## config.mk

```make
export PLATFORM = sky130hd
export DESIGN_NAME = jolt160_byte_mem_ctrl_flat
export DESIGN_NICKNAME = d
export VERILOG_FILES = /design/src/rtl/jolt160_byte_mem_ctrl_if.sv /design/src/rtl/jolt160_byte_mem_ctrl.sv /design/src/flat_wrapper.sv
export SDC_FILE = /design/constraint.sdc
export NUM_CORES = 1
export LEC_CHECK = 0
export BUFFER_PORTS_ARGS = -buffer_cell sky130_fd_sc_hd__buf_2
export CORE_ASPECT_RATIO = 1.75
export CORE_MARGIN = 2
export CORE_UTILIZATION = 53
export CTS_BUF_LIST = sky130_fd_sc_hd__clkbuf_16
export DETAILED_ROUTE_END_ITERATION = 10
export GPL_TIMING_DRIVEN = 0
export HOLD_SLACK_MARGIN = 0.1
export PLACE_DENSITY_LB_ADDON = 0.1
export SLEW_MARGIN = 20
export SYNTH_ARGS = -nofsm -noshare
export SYNTH_HDL_FRONTEND = slang
export SYNTH_SLANG_ARGS = --single-unit
```

## constraint.sdc

```tcl
create_clock -name clk -period 2.1 [get_ports clk]
set_input_delay 0.105 -clock clk [delete_from_list [all_inputs] [get_ports clk]]
set_output_delay 0.105 -clock clk [all_outputs]
set_load 0.02 [all_outputs]
```

## src/rtl/jolt160_byte_mem_ctrl_if.sv

```systemverilog
// CPU-side data bus of the jolt160 byte memory controller.
// The controller takes the slave view; the CPU (or a bench) takes the master view.
interface jolt160_byte_mem_ctrl_if #(
   parameter int unsigned CPU_ADDR_MSB_POS = 15
);
   logic                      req_rdwr;
   logic [CPU_ADDR_MSB_POS:0] addr_in;
   logic                      data_acc_sz;
   logic                      data_inout_we;
   logic [15:0]               write_data_in;
   logic [15:0]               read_data_out;
   logic                      data_ready;
   logic                      busy;

   modport slave (
      input  req_rdwr, addr_in, data_acc_sz, data_inout_we, write_data_in,
      output read_data_out, data_ready, busy
   );

   modport master (
      output req_rdwr, addr_in, data_acc_sz, data_inout_we, write_data_in,
      input  read_data_out, data_ready, busy
   );
endinterface

```

## src/rtl/jolt160_byte_mem_ctrl.sv

```systemverilog
// Byte-wide RAM controller for the jolt160 data bus. An 8-bit access is one byte
// phase, a 16-bit access is two (low byte at addr, high byte at addr+1, wrapping).
// Write phases last one cycle; read phases last READ_LATENCY+1 cycles.
module jolt160_byte_mem_ctrl #(
   parameter int unsigned READ_LATENCY     = 1,
   parameter int unsigned CPU_ADDR_MSB_POS = 15
) (
   input  logic                      clk,
   input  logic                      reset,
   jolt160_byte_mem_ctrl_if.slave    cpu,
   output logic [CPU_ADDR_MSB_POS:0] ram_addr,
   output logic [7:0]                ram_data_out,
   output logic                      ram_we,
   input  logic [7:0]                ram_data_in
);
   // Access size encoding on data_acc_sz.
   localparam logic CPU_DATA_ACC_SZ_16 = 1'b1;
   localparam int unsigned AW = CPU_ADDR_MSB_POS + 1;

   typedef enum logic [1:0] {StIdle, StByte0, StByte1, StDone} state_e;

   state_e          state_q, state_d;
   logic            req_q;
   logic [1:0]      cnt_q, cnt_d;
   logic [AW-1:0]   addr_q, addr_d;
   logic            sz16_q, sz16_d;
   logic            we_q, we_d;
   logic [15:0]     wdata_q, wdata_d;
   logic [7:0]      lo_q, lo_d;
   logic [15:0]     rdata_q, rdata_d;
   logic [AW-1:0]   ram_addr_q, ram_addr_d;
   logic [7:0]      ram_dout_q, ram_dout_d;
   logic            ram_we_q, ram_we_d;
   logic            req_edge;
   logic            phase_end;

   assign req_edge  = cpu.req_rdwr & ~req_q;
   // Writes take one cycle; reads end once the RAM latency has elapsed.
   assign phase_end = we_q | (cnt_q == 2'(READ_LATENCY));

   // State and datapath registers with synchronous reset.
   always_ff @(posedge clk) begin
      if (reset) begin
         state_q    <= StIdle;
         req_q      <= 1'b1;
         cnt_q      <= '0;
         addr_q     <= '0;
         sz16_q     <= 1'b0;
         we_q       <= 1'b0;
         wdata_q    <= '0;
         lo_q       <= '0;
         rdata_q    <= '0;
         ram_addr_q <= '0;
         ram_dout_q <= '0;
         ram_we_q   <= 1'b0;
      end else begin
         state_q    <= state_d;
         req_q      <= cpu.req_rdwr;
         cnt_q      <= cnt_d;
         addr_q     <= addr_d;
         sz16_q     <= sz16_d;
         we_q       <= we_d;
         wdata_q    <= wdata_d;
         lo_q       <= lo_d;
         rdata_q    <= rdata_d;
         ram_addr_q <= ram_addr_d;
         ram_dout_q <= ram_dout_d;
         ram_we_q   <= ram_we_d;
      end
   end

   // Next-state and RAM-side register values; RAM strobes are set up on phase entry.
   always_comb begin
      state_d    = state_q;
      cnt_d      = cnt_q;
      addr_d     = addr_q;
      sz16_d     = sz16_q;
      we_d       = we_q;
      wdata_d    = wdata_q;
      lo_d       = lo_q;
      rdata_d    = rdata_q;
      ram_addr_d = ram_addr_q;
      ram_dout_d = ram_dout_q;
      ram_we_d   = 1'b0;
      unique case (state_q)
         StIdle: begin
            if (req_edge) begin
               state_d    = StByte0;
               cnt_d      = '0;
               addr_d     = cpu.addr_in;
               sz16_d     = (cpu.data_acc_sz == CPU_DATA_ACC_SZ_16);
               we_d       = cpu.data_inout_we;
               wdata_d    = cpu.write_data_in;
               ram_addr_d = cpu.addr_in;
               if (cpu.data_inout_we) begin
                  ram_we_d   = 1'b1;
                  ram_dout_d = cpu.write_data_in[7:0];
               end
            end
         end
         StByte0: begin
            if (!phase_end) begin
               cnt_d = cnt_q + 2'd1;
            end else if (sz16_q) begin
               state_d    = StByte1;
               cnt_d      = '0;
               lo_d       = ram_data_in;
               ram_addr_d = addr_q + AW'(1);
               if (we_q) begin
                  ram_we_d   = 1'b1;
                  ram_dout_d = wdata_q[15:8];
               end
            end else begin
               state_d = StDone;
               if (!we_q) rdata_d = {8'h00, ram_data_in};
            end
         end
         StByte1: begin
            if (!phase_end) begin
               cnt_d = cnt_q + 2'd1;
            end else begin
               state_d = StDone;
               if (!we_q) rdata_d = {ram_data_in, lo_q};
            end
         end
         StDone: state_d = StIdle;
         default: state_d = StIdle;
      endcase
   end

   // Reset also masks the strobes in the cycle it is asserted, so an aborted
   // access never completes a RAM write or signals completion.
   assign ram_we            = ram_we_q & ~reset;
   assign ram_addr          = ram_addr_q;
   assign ram_data_out      = ram_dout_q;
   assign cpu.read_data_out = rdata_q;
   assign cpu.data_ready    = (state_q == StDone) & ~reset;
   assign cpu.busy          = (state_q != StIdle);
endmodule

```

## src/flat_wrapper.sv

```systemverilog
// flat-port wrapper written by rule: the top's interface ports become plain ports
module jolt160_byte_mem_ctrl_flat 
#(
   parameter int unsigned READ_LATENCY     = 1,
   parameter int unsigned CPU_ADDR_MSB_POS = 15
)
  (clk, reset, ram_addr, ram_data_out, ram_we, ram_data_in, cpu_req_rdwr, cpu_addr_in, cpu_data_acc_sz, cpu_data_inout_we, cpu_write_data_in, cpu_read_data_out, cpu_data_ready, cpu_busy);
  jolt160_byte_mem_ctrl_if #(.CPU_ADDR_MSB_POS(CPU_ADDR_MSB_POS)) cpu_i ();
  input  logic clk;
  input  logic reset;
  output logic [CPU_ADDR_MSB_POS:0] ram_addr;
  output logic [7:0] ram_data_out;
  output logic ram_we;
  input  logic [7:0] ram_data_in;
  input wire logic [$bits(cpu_i.req_rdwr)-1:0] cpu_req_rdwr;
  input wire logic [$bits(cpu_i.addr_in)-1:0] cpu_addr_in;
  input wire logic [$bits(cpu_i.data_acc_sz)-1:0] cpu_data_acc_sz;
  input wire logic [$bits(cpu_i.data_inout_we)-1:0] cpu_data_inout_we;
  input wire logic [$bits(cpu_i.write_data_in)-1:0] cpu_write_data_in;
  output wire logic [$bits(cpu_i.read_data_out)-1:0] cpu_read_data_out;
  output wire logic [$bits(cpu_i.data_ready)-1:0] cpu_data_ready;
  output wire logic [$bits(cpu_i.busy)-1:0] cpu_busy;
  assign cpu_i.req_rdwr = cpu_req_rdwr;
  assign cpu_i.addr_in = cpu_addr_in;
  assign cpu_i.data_acc_sz = cpu_data_acc_sz;
  assign cpu_i.data_inout_we = cpu_data_inout_we;
  assign cpu_i.write_data_in = cpu_write_data_in;
  assign cpu_read_data_out = cpu_i.read_data_out;
  assign cpu_data_ready = cpu_i.data_ready;
  assign cpu_busy = cpu_i.busy;
  jolt160_byte_mem_ctrl #(.READ_LATENCY(READ_LATENCY), .CPU_ADDR_MSB_POS(CPU_ADDR_MSB_POS)) u_core (.clk(clk), .reset(reset), .cpu(cpu_i), .ram_addr(ram_addr), .ram_data_out(ram_data_out), .ram_we(ram_we), .ram_data_in(ram_data_in));
endmodule
```

# After elaboration in Yosys (flattened, before gate mapping)
# Cells that the tools add are included.
[totals] register_bits=88 out_inout_bits=43 elab_cells=79
[op_classes] n_addsub=2 n_eq_ne=15 n_mux=32 n_bitwise=6 reduce_logical=12
[op_table] operator="16-bit two-way mux" n=8
[op_table] operator="16-bit one-hot mux with 2 select lines" n=2
[op_table] operator="8-bit two-way mux" n=5
[op_table] operator="16-bit by 1-bit adder with 16-bit output, second input constant" n=1
[op_table] operator="8-bit one-hot mux with 2 select lines" n=1
[op_table] operator="2-bit two-way mux" n=7
[op_table] operator="6-bit AND reduction" n=2
[op_table] operator="2-bit by 1-bit != test with 1-bit output, second input constant" n=5
[op_table] operator="2-bit != test, second input constant" n=5
[op_table] operator="2-bit one-hot mux with 4 select lines" n=1
[op_table] operator="4-bit AND reduction" n=2
[op_table] operator="1-bit two-way mux" n=6
[op_table] operator="2-bit one-hot mux with 3 select lines" n=1
[op_table] operator="3-bit AND reduction" n=2
[op_table] operator="2-bit nonzero test" n=3
[op_table] operator="2-bit by 1-bit == test with 1-bit output, second input constant" n=2
[op_table] operator="2-bit == test, second input constant" n=2
[op_table] operator="1-bit bitwise AND" n=3
[op_table] operator="3-bit by 2-bit != test with 1-bit output, second input constant" n=1
[op_table] operator="3-bit nonzero test" n=1
[op_table] operator="2-bit by 1-bit adder with 2-bit output, second input constant" n=1
[op_table] operator="2-bit zero test" n=1
[op_table] operator="1-bit NOT" n=2
[op_table] operator="1-bit one-hot mux with 2 select lines" n=1
[op_table] operator="other kinds (2)" n=2

# Longest topological paths before layout
[depth] ltp_word=4 ltp_mapped=10 ltp_nobuf=6

# Worst setup path before layout
# OpenSTA, ideal clock, no wires.
[synth_path] kind="register to register" startpoint="reg u_core.state_q[1]" endpoint="reg u_core.ram_addr_q[15] (netlist: u_core.ram_addr[15])" setup_time_ns=0.079 arrival_time_ns=1.731 t_required_ns=2.021 setup_slack_ns=0.291 stages_incl_launch_ff=9 path_cell_list="dfxtp_1 inv_1 ha_1 buf_4 nand2b_1 a22o_1 buf_4 or3_4 o221ai_2"
[synth_between] elab_chain_cells=3
[synth_lines] item="start, declared" line_no="jolt160_byte_mem_ctrl.sv:22" rtl="state_e state_q, state_d;"
[synth_lines] item="start signal, assigned" line_no="jolt160_byte_mem_ctrl.sv:44" rtl="state_q <= StIdle;"
[synth_lines] item="start signal, assigned" line_no="jolt160_byte_mem_ctrl.sv:57" rtl="state_q <= state_d;"
[synth_lines] item="2-bit by 1-bit == test with 1-bit output / 2-bit zero test (equally long branches)" line_no="jolt160_byte_mem_ctrl.sv:85" rtl="unique case (state_q)"
[synth_lines] item="2-bit by 1-bit != test with 1-bit output (no line) / 2-bit nonzero test (equally long branches)"
[synth_lines] item="4-bit AND reduction (no line)"
[synth_lines] item="end signal, assigned" line_no="jolt160_byte_mem_ctrl.sv:66" rtl="ram_addr_q <= ram_addr_d;"
[synth_lines] item="end, declared" line_no="jolt160_byte_mem_ctrl.sv:31" rtl="logic [AW-1:0] ram_addr_q, ram_addr_d;"
# Parallel ways exist; a longest one is shown, timed or not.
# A chain may end at the register's enable or synchronous reset.

# Worst setup path after layout
[layout_path] startpoint="reg u_core.state_q[1]" endpoint="reg u_core.ram_addr_q[10] (netlist: u_core.ram_addr[10])"
# The elaborated chain is that of the path after synthesis.

==> metrics.md <==
| Metric | Value |
|---|---|
| I/O pin count | `88` |
| Drt total wl | `10300 um` |
| Worst-path maximum fanout | `10` |
| Post-route DRC violation count | `0` |
| Syn_area_per_cell | `roughly 8.5 um2` |
| Crit Path Category | `reg2reg` |
| WL per Instance | `15.7 um` |
| Number of synthesized flops with an enable pin | `0` |
| Setup crit end | `u_core.ram_addr[10]` |
| Period utilisation layout | `96.1%` |
| Commonest non-fill, non-tap cell in the layout | `buf_2` |
| Post-DP HPWL | `7300 um` |
| Initial DRC count | `260` |
| Layout area overhead | `34.8%` |
| FMAX | `496 MHz` |
| Sink Count | `80` |
| Die height | `114 um` |
| Max-Cap Viols | `0` |
| Syn Inst Count | `approximately 430` |
| Row cnt | `40` |
| Sequential area share after synthesis | `44.0%` |
| Net Count, Synth | `478` |
| Vias post-DR | `3565` |
| Worst Skew | `~0.0054 ns` |
| CTS Root Cell | `clkbuf_16` |
| DP Worst Slack | `-0.0892 ns` |
| CP Depth | `8` |
| R2r setup slk | `between 0.08 and 0.09 ns` |
| Final setup violation count | `0` |
| Worst Hold Launch | `cpu_write_data_in[6]` |
| Syn. warnings | `0` |
| Finished Layout Cells | `656` |
| Tot GR Track Use | `approximately 29%` |
| First-pass GRT wire length | `16200 um` |
| Final Total Pwr | `5.40 mW` |
| LEAKAGE | `just over 2 nW` |
| Crit. End Element | `register` |
| Number of port buffers | `87` |
| Critical R2R Capture | `u_core.ram_addr[10]` |
| Final GP Congestion | `0.873` |
| CTS clock-pin slew for the worst setup and hold paths | `about 0.06 ns` |
| Power Density | `roughly 1100 nW/um2` |
| Worst Tran Pin Value | `0.653 ns` |
| Die area | `7580 um2` |
| Initial antenna violation count | `0` |
| Die width | `66.7 um` |
| Critical Path RT | `2.30 ns` |
| RSZ-0062 raised after global routing | `false` |
| Largest net degree at the start of global routing | `15` |
| Clock buffer depth | `2` |
| Fin. max-slew vios | `0` |
| Cell area after synthesis | `3640 um2` |
| Remaining antenna violation count | `0` |
| Most frequent cells in the layout | `buf_2 (93), dfxtp_1 (80), nand2_1 (76), a21oi_1 (48), dlygate4sd3_1 (36)` |
| CTS Buf Count | `9` |
| TritonCTS clock tree | `built` |
| R2r worst-path depth | `8` |
| Asr flop ratio synth | `0%` |
| Clock latency on the worst-skew pair | `0.34 ns` |
| Outcome | `complete, no violations` |
| First-pass DRT Iterations | `5` |
| Core Region | `6760 um2` |
| Maximum VDD drop | `658 uV` |
| Synth cell types | `48` |
| Inst Count DP | `around 600` |
| Crit path launch | `u_core.state_q[1]` |
| CP most frequent cell | `inv_1` |
| CP Data Arrival Time | `around 2.2 ns` |
| Register bit total from synthesis | `80` |
| Crit-path cells | `inv_1, ha_1, buf_4, buf_2, inv_1, clkbuf_2, o311ai_0, a21oi_1` |
| Final Critical Period | `2.02 ns` |
| Ys flop type | `dfxtp_1` |
| Worst rel slew slack | `56.1%` |
| Hold slack | `0.113 ns` |
| Slowest stage cell on the critical path | `o311ai_0` |
| Hold WC Path Type | `in2reg` |
| Layout Nets | `618` |
| Final hold violations | `0` |
| Final worst slack | `around 0.083 ns` |
| # diodes | `0` |
| Initial core utilization | `53.9%` |
| H-tree levels | `3` |
| Avg Vias per Cell | `between 5 and 6` |
| CP bufs+invs | `5` |
| Startpoint types | `register` |
| Number of global-route vias before repair | `between 3000 and 4000` |
| Global route overflow | `0` |
| FF-to-FF Start | `u_core.state_q[1]` |
| CP top delay family | `buffers and inverters` |
| Biggest cell delay along the critical path | `~0.43 ns` |
| Layout Utilization | `slightly above 70%` |
| Layout cell share with drive strength beyond 1 | `24.1%` |
## worst min-delay path by stage
stage               cells after the start                endpoint
floorplan                               1            u_core.req_q
global placement                        2            u_core.req_q
detailed placement                      2            u_core.req_q
CTS                                     3  u_core.ram_data_out[6]
global route                            3  u_core.ram_data_out[6]
finish                                  3  u_core.ram_data_out[6]
## worst register-to-register path, delay by kind of cell (launching register included)
family,cells,cell delay [ns]
AOI/OAI and AO/OA,2,0.54
DFF,1,0.35
adders and majority gates,1,0.14
buffers and inverters,5,0.86
## cell usage after synthesis, types with 8 or more instances
cell	instances	area share [%]
nor2_1	36	3.7
a21oi_1	48	6.6
xnor2_1	8	1.9
clkbuf_1	11	1.1
inv_1	9	0.93
a211oi_1	18	3.7
nand2_1	76	7.8
mux2i_1	27	7.4
o21ai_0	10	1.4
nand3_1	13	1.8
dfxtp_1	80	44
## flip-flops by register name, summed over array words and instances, names as in the netlist
signal and count:
u_core.ram_we_q 1, u_core.state_q 2, u_core.we_q 1, u_core.ram_addr 16, u_core.ram_data_out 8, u_core.wdata_q 8, u_core.req_q 1, u_core.cnt_q 2
u_core.addr_q 16, u_core.sz16_q 1, u_core.lo_q 8, u_core.cpu.read_data_out 16
## metal layers
metal,track usage (%),vias up,share of wire (%)
met1,28.1,1644,37
met5,0,-,0
met2,53.7,115,55
met3,6.61,25,5.0
met4,13.7,0,3.0
li1,-,1781,-
## report_power, final
group	switching (mW)	internal, mW
registers	0.129	1.73
clock network	0.629	0.922
logic	1.21	0.780
## kinds of logic after synthesis
family                   synth area share [%]
adder cells (fa/ha/maj)                  2.06
buffers and inverters                    5.05
AO/OA/AOI/OAI                            19.1
AND/OR/NAND/NOR                          20.2
multiplexers                             7.42
XOR/XNOR                                 2.16
flip-flops                               44.0
## cell type report
cell class	count	area, um2
Multi-Input combinational cell	309	1870
Fill cell	552	1850
Sequential cell	80	1600
Timing Repair Buffer	129	841
Clock buffer	9	225
Buffer	29	155
Tap cell	84	105
Clock inverter	7	72.6
Inverter	9	33.8
## stage by stage
| step | TNS [ns] | area, um2 |
|---|---|---|
| global route | 0 | 4910 |
| floorplan | 0 | 3640 |
| finish | 0 | 4910 |
| detailed placement | -1.07 | 4180 |
| CTS | 0 | 4870 |
| global placement | -0.297 | 4180 |
## repair_timing
item                                    4_1_cts  5_1_grt
buffers inserted                              2        4
endpoints found under the setup margin       23       35
hold buffers                                 36        0
gates resized for setup                       3        8
endpoints found under the hold margin        46        0
pin swaps                                     1        0
(Power assumes the default switching activity.)
